File: src/rtl/eps_reparam_sampler.sv
// rtl/eps_reparam_sampler.sv - reparameterised latent sampler z = mu + sigma*eps with saturation
// Optional build macro: SIGN_FLIP_EN (antithetic sampling, alternate samples use -eps).
module eps_reparam_sampler #(
  parameter int W    = 16,
  parameter int FRAC = 10
) (
  input  logic         clk,
  input  logic         rst,
  input  logic [W-1:0] eps_in,
  input  logic [W-1:0] mu_in,
  input  logic [W-1:0] sigma_in,
  input  logic         in_valid,
  output logic         in_ready,
  output logic [W-1:0] z_out,
  output logic         out_valid,
  input  logic         out_ready,
  output logic         sat_flag,
  output logic [15:0]  sample_cnt
);

  // Product of a signed W-bit sigma and a zero-extended W-bit eps needs 2W+1 bits;
  // adding mu needs one more bit so the saturation compare never wraps.
  localparam int PW = 2 * W + 1;
  localparam int SW = 2 * W + 2;

  localparam logic signed [SW-1:0] Z_MAX = {{(W + 3){1'b0}}, {(W - 1){1'b1}}};
  localparam logic signed [SW-1:0] Z_MIN = {{(W + 3){1'b1}}, {(W - 1){1'b0}}};
  localparam logic [W-1:0] Z_POS_SAT = {1'b0, {(W - 1){1'b1}}};
  localparam logic [W-1:0] Z_NEG_SAT = {1'b1, {(W - 1){1'b0}}};

  typedef enum logic [1:0] {
    S_IDLE = 2'd0,
    S_MUL  = 2'd1,
    S_SAT  = 2'd2,
    S_OUT  = 2'd3
  } state_t;

  state_t state_q, state_d;

  logic [W-1:0]          mu_q, mu_d;
  logic [W-1:0]          sigma_q, sigma_d;
  logic [W-1:0]          eps_q, eps_d;
  logic signed [PW-1:0]  prod_q, prod_d;
  logic [W-1:0]          z_q, z_d;
  logic                  sat_q, sat_d;
  logic [15:0]           cnt_q, cnt_d;

`ifdef SIGN_FLIP_EN
  logic flip_q, flip_d;
`endif

  logic                  use_neg;
  logic signed [PW-1:0]  sigma_ext;
  logic signed [PW-1:0]  eps_ext;
  logic signed [PW-1:0]  prod_full;
  logic signed [PW-1:0]  prod_signed;
  logic signed [PW-1:0]  prod_shift;
  logic signed [SW-1:0]  sum;

`ifdef SIGN_FLIP_EN
  // flip_q has already toggled by the time the sample is in MUL, so the
  // polarity used is the inverse of its current value: 1st sample +eps, 2nd -eps.
  assign use_neg = ~flip_q;
`else
  assign use_neg = 1'b0;
`endif

  assign sigma_ext   = {{(W + 1){sigma_q[W-1]}}, sigma_q};
  assign eps_ext     = {{(W + 1){1'b0}}, eps_q};
  assign prod_full   = sigma_ext * eps_ext;
  // Negation happens before the shift so that -eps floors toward -inf on the negated product.
  assign prod_signed = use_neg ? -prod_full : prod_full;
  assign prod_shift  = prod_signed >>> FRAC;
  assign sum         = {{(W + 2){mu_q[W-1]}}, mu_q} + {prod_q[PW-1], prod_q};

  assign z_out      = z_q;
  assign sat_flag   = sat_q;
  assign sample_cnt = cnt_q;

  // Next-state, datapath updates and handshake outputs for the four-phase sample sequence.
  always_comb begin
    state_d   = state_q;
    mu_d      = mu_q;
    sigma_d   = sigma_q;
    eps_d     = eps_q;
    prod_d    = prod_q;
    z_d       = z_q;
    sat_d     = sat_q;
    cnt_d     = cnt_q;
`ifdef SIGN_FLIP_EN
    flip_d    = flip_q;
`endif
    in_ready  = 1'b0;
    out_valid = 1'b0;

    case (state_q)
      S_IDLE: begin
        in_ready = 1'b1;
        if (in_valid) begin
          mu_d    = mu_in;
          sigma_d = sigma_in;
          eps_d   = eps_in;
`ifdef SIGN_FLIP_EN
          flip_d  = ~flip_q;
`endif
          state_d = S_MUL;
        end
      end
      S_MUL: begin
        prod_d  = prod_shift;
        state_d = S_SAT;
      end
      S_SAT: begin
        if (sum > Z_MAX) begin
          z_d   = Z_POS_SAT;
          sat_d = 1'b1;
        end else if (sum < Z_MIN) begin
          z_d   = Z_NEG_SAT;
          sat_d = 1'b1;
        end else begin
          z_d   = sum[W-1:0];
        end
        state_d = S_OUT;
      end
      S_OUT: begin
        out_valid = 1'b1;
        if (out_ready) begin
          cnt_d   = cnt_q + 16'd1;
          state_d = S_IDLE;
        end
      end
      default: begin
        state_d = S_IDLE;
      end
    endcase
  end

  // State and datapath registers; reset aborts any sample in flight.
  always_ff @(posedge clk) begin
    if (rst) begin
      state_q <= S_IDLE;
      mu_q    <= '0;
      sigma_q <= '0;
      eps_q   <= '0;
      prod_q  <= '0;
      z_q     <= '0;
      sat_q   <= 1'b0;
      cnt_q   <= 16'd0;
`ifdef SIGN_FLIP_EN
      flip_q  <= 1'b0;
`endif
    end else begin
      state_q <= state_d;
      mu_q    <= mu_d;
      sigma_q <= sigma_d;
      eps_q   <= eps_d;
      prod_q  <= prod_d;
      z_q     <= z_d;
      sat_q   <= sat_d;
      cnt_q   <= cnt_d;
`ifdef SIGN_FLIP_EN
      flip_q  <= flip_d;
`endif
    end
  end

endmodule

File: config.mk
export PLATFORM = sky130hd
export DESIGN_NAME = eps_reparam_sampler
export DESIGN_NICKNAME = d
export VERILOG_FILES = /design/src/rtl/eps_reparam_sampler.sv
export SDC_FILE = /design/constraint.sdc
export NUM_CORES = 1
export LEC_CHECK = 0
export BUFFER_PORTS_ARGS = -buffer_cell sky130_fd_sc_hd__buf_2
export CORE_AREA = 2 2 154 156
export DETAILED_ROUTE_END_ITERATION = 8
export DIE_AREA = 0 0 156 158
export GPL_TIMING_DRIVEN = 0
export MAX_ROUTING_LAYER = met4
export PLACE_DENSITY = 0.83
export SLEW_MARGIN = 15
export SYNTH_ARGS = -nofsm -noshare
export SYNTH_HDL_FRONTEND = slang
export SYNTH_SLANG_ARGS = --single-unit
File: constraint.sdc
create_clock -name clk -period 16.6 [get_ports clk]
set_input_delay 0.83 -clock clk [delete_from_list [all_inputs] [get_ports clk]]
set_output_delay 0.83 -clock clk [all_outputs]
set_load 0.03 [all_outputs]
# After elaboration in Yosys (flattened, before gate mapping)
# Cells that the tools add are included.
dict set report word_totals {
  latch_bits 0
  ramBits 0
  n_memories 0
  elab_cells 33
  reg_bits 106
  inputBits 52
  rom_bits 0
}
dict set report classes {
  n_bitwise 0
  n_lt_le_gt_ge 2
  n_div 0
  reduce_logical 6
  shifts 0
  addsub 2
  n_mux 9
  eq_ne 5
  mul 1
}
# operator n
set ops {}
lappend ops {{$mul 16x17->33} 1}
lappend ops {{$mux 16} 2}
lappend ops {{$add 16x23->24} 1}
lappend ops {{$gt 24x16->1 const B} 1}
lappend ops {{$lt 24x16->1 const B} 1}
lappend ops {{$add 16x1->16 const B} 1}
lappend ops {{$pmux 2 s4} 1}
lappend ops {{$reduce_and 2->1} 4}
lappend ops {{$eq 2x2->1 const B} 2}
lappend ops {{$mux 1} 4}
lappend ops {{$mux 2} 2}
lappend ops {{$ne 2x2->1 const B} 2}
lappend ops {{$eq 2x1->1 const B} 1}
lappend ops {{$logic_not 2->1} 1}
lappend ops {{$reduce_bool 2->1} 1}

# Logic depth before layout (Yosys ltp)
dict set report depth {
  word_depth 4
  ltp_mapped 25
  ltp_nobuf 23
}

# Worst setup path before layout
# OpenSTA, ideal clock, no wires.
dict set report synth_path {
  kind {register to register}
  start {register sigma_q[1]}
  end {register prod_q[20]}
  path_stages_with_launch 23
  slack_ns 10.016
  path_buffers 1
  synth_period_minus_slack_ns 6.584
  arrival_ns 6.449
  path_cell_list {dfxtp_1 clkbuf_1 nand2_1 fa_1 fa_1 fa_1 inv_1 fa_1 fa_1 inv_1 fa_1 inv_1 ha_1 a222oi_1 nand2_1 a311o_1 a31oi_4 o21ai_1 a21o_1 a21oi_2 o21bai_1 and3_1 or4_1}
}
dict set report synth_between {
  elab_chain_len 1
}
# item line
set synth_rtl {}
lappend synth_rtl {{start, declared} 41} ;# logic [W-1:0] sigma_q, sigma_d;
lappend synth_rtl {{start signal, assigned} 155} ;# sigma_q <= sigma_d;
lappend synth_rtl {{$mul 16x17->33} 70} ;# assign prod_full = sigma_ext * eps_ext;
lappend synth_rtl {{end signal, assigned} 157} ;# prod_q <= prod_d;
lappend synth_rtl {{end, declared} 43} ;# logic signed [PW-1:0] prod_q, prod_d;
# Every way passes these cells.
# A chain may end at the register's enable or synchronous reset.

# Worst setup path in the final report
dict set report layout_path {
  start {register sigma_q[7]}
  end {register prod_q[20]}
}
# Same word-level chain as after synthesis.

==> results.md <==
- Critical path's most frequent cell: fa_1
- Gr usage total: 0.307
- N_diodes: 0
- Setup-failing EPs final: 0
- Mean Syn Cell Area: 8.71 um2
- # DRC: 0
- DRT Wirelength: 34.9 mm
- Post CTS Setup Buffer Count: 0
- Yosys top cell by area: fa_1
- Hold Vio Cnt, Final: 0
- Final worst path period share: 0.457
- DRT iter0 DRCs: 665
- Drt first pass iters: 5
- Yosys top cell area share: 0.285
- Crit path DAT: 7.82 ns
- Die area: 0.0246 mm2
- Hold crit path type: reg2reg
- CTS Buf Count: 9
- Peak supply drop: 0.0831 mV
- Slowest stage delay, CP: 0.67 ns
- Asr flop ratio synth: 0
- Filler instances: 1897
- H-tree depth: 3
- Crit-path leading delay family: adder cells
- Count of final max-slew check failures: 0
- Total negative slack: 0 ns
- Fin nets: 2054
- CP required: 16.83 ns
- DR vias/cell: 5.72
- YS warnings: 0
- DIE HEIGHT: 158 um
- Core region area: 0.0231 mm2
- Setup crit end kind: flop
- DP Worst Slack: 9.14 ns
- Share of layout cells above drive strength 1: 0.0739
- Ports: 87
- Post-synth EDFFs: 0
- Die Wd: 156 um
- Root Buffer: clkbuf_16
- Critical path peak fanout: 10
- CTS tree: yes
- Fmax achieved: 132 MHz
- Number of global-route vias before repair: 11417
- Slew margin rel.: 0.501
- Leak: 0.00742 uW
- Min cycle time layout: 7.58 ns
- Synth Net Count: 1957
- Startpoint types: flop
- Power per Cell Area: 95.7 mW/mm2
- DPL Wire Length: 28.5 mm
- Antenna-violating nets left: 0
- Seq/Total Area, Yosys: 0.156
- Via count: 11185
- WS Path Type: reg2reg
- CTS sink cnt: 106
- Multi-input gate area: 0.0103 mm2
- Flop and latch count out of synthesis: 106
- Yosys cell types: 65
- Synth top area cells: fa_1, dfxtp_1, ha_1
- Post-CTS Resized: 0
- Final clock skew: 0.00844 ns
- RSZ-0062 raised after global routing: false
- Post-route setup slack: 9.02 ns
- Ys flop type: dfxtp_1
- Clock transition at path regs: 0.07 ns
- Max cap viols: 0
- Global-route wire length before repair: 57.0 mm
- Syn-to-layout area delta: 8.11%
- Global route overflow: 0
- CP Cell Sequence: clkbuf_1 > nand2_1 > fa_1 > inv_1 > fa_1 > inv_1 > fa_1 > inv_1 > fa_1 > fa_1 > inv_1 > fa_1 > inv_1 > ha_1 > a21o_1 > a21o_1 > or3_4 > a31oi_4 > o21ai_1 > a21o_1 > a21oi_2 > o21bai_1 > and3_1 > or4_1
- Cts hold-fix bufs: 0
- RePlAce Congestion: 0.945
- Measured slew at the worst slew-check pin: 0.742 ns
- Status: completed
- Buf/Inv on CP: 6
- Std cell rows: 56
- Most frequent cells after synthesis: inv_1, nand2_1, fa_1
- Cells after Synth: 1564
- Starting Density: 0.591
- Initial antenna violation count: 0
- Slowest CP cell: dfxtp_1
- Largest net degree at the start of global routing: 18
- Port bufs: 86
- Register area: 0.00212 mm2
- Routed wire length per instance: 17.9 um
- Clk_lat worst skew: 0.36 ns
- Synthesized area: 0.0136 mm2
- Clock tree buffer depth: 2
-- flip-flops by register name, summed over array words and instances, names as in the netlist --
name	flops
sat_flag	1
state_q	2
sample_cnt	16
eps_q	16
mu_q	16
z_out	16
prod_q	23
sigma_q	16
-- cells in the final DEF, fill, tap and decap left out, types with 9 or more instances in the layout --
cell | Yosys | routed
fa_1 | 194 | 194
clkbuf_1 | 55 | 55
o21ai_0 | 20 | 20
nand2_1 | 251 | 251
and3_1 | 9 | 9
o21a_1 | 13 | 13
nand4_1 | 10 | 10
xnor2_1 | 28 | 28
buf_2 | 2 | 88
nand3_1 | 15 | 15
inv_1 | 251 | 251
nor3_1 | 15 | 15
nand2b_1 | 14 | 14
xor2_1 | 24 | 24
and2_1 | 118 | 118
a21oi_1 | 79 | 79
dfxtp_1 | 106 | 106
clkbuf_16 | 0 | 9
a21o_1 | 18 | 18
mux2i_1 | 20 | 20
ha_1 | 147 | 147
nor2_1 | 81 | 81
-- routing by layer --
layer	wire [um]	GRT usage
met1	14300	0.387
met2	17000	0.510
met3	2240	0.0370
met4	1400	0.117
met5	0	-
-- final cells by class --
| class | instances | area share |
|---|---|---|
| clock inverter | 4 | 0.00399 |
| sequential | 106 | 0.144 |
| buffer | 60 | 0.0160 |
| timing repair buffer | 86 | 0.0292 |
| inverter | 252 | 0.0642 |
| clock buffer | 11 | 0.0172 |
| multi-input combinational | 1146 | 0.701 |
| tap | 290 | 0.0246 |
-- worst register-to-register path, stage by stage, from the launching register on --
cell and delay (ns):
dfxtp_1 0.67, clkbuf_1 0.50, nand2_1 0.16, fa_1 0.56, inv_1 0.05, fa_1 0.49
inv_1 0.06, fa_1 0.52, inv_1 0.05, fa_1 0.45, fa_1 0.49, inv_1 0.05
fa_1 0.52, inv_1 0.05, ha_1 0.38, a21o_1 0.19, a21o_1 0.20, or3_4 0.42
a31oi_4 0.25, o21ai_1 0.13, a21o_1 0.23, a21oi_2 0.22, o21bai_1 0.13, and3_1 0.18
or4_1 0.49
-- worst paths after layout --
| check | from | end | slack (ns) | cells after the start |
|---|---|---|---|---|
| worst max register to register | sigma_q[7] | prod_q[20] | 9.02 | 24 |
| worst min register to register | sat_flag | sat_flag | 0.45 | 2 |
| worst min-delay path | sat_flag | sat_flag | 0.45 | 2 |
| worst max-delay path | sigma_q[7] | prod_q[20] | 9.02 | 24 |
-- per-stage QoR --
step | cell area [um2] | total power (uW) | util | hold WS, ns | cells
detailed placement | 14400 | 1180 | 0.625 | 0.446 | 1940
CTS | 14700 | 1410 | 0.639 | 0.463 | 1955
global placement | 14400 | 1150 | 0.625 | 0.431 | 1940
floorplan | 13600 | 935 | - | 0.441 | 1564
finish | 14700 | 1410 | 0.639 | 0.455 | 1955
global route | 14700 | 1510 | 0.639 | 0.485 | 1955
-- power by group --
group,total [uW],switching (uW),internal [uW]
Combinational,802,503,299
Sequential,380,71.3,308
Clock,227,101,126
-- kinds of logic (layout without fill, tap and decap cells) --
kind of cell               after synthesis  count (layout)  share of synthesized area
AOI/OAI and AO/OA                      191             191                     0.0977
xor gates and xnor gates                52              52                     0.0334
adders and majority gates              341             341                      0.420
buffers and inverters                  312             413                     0.0867
DFF                                    106             106                      0.156
muxes                                   20              20                     0.0147
and+or+nand+nor                        542             542                      0.191
Note: power is estimated with default switching activity, not from simulation.
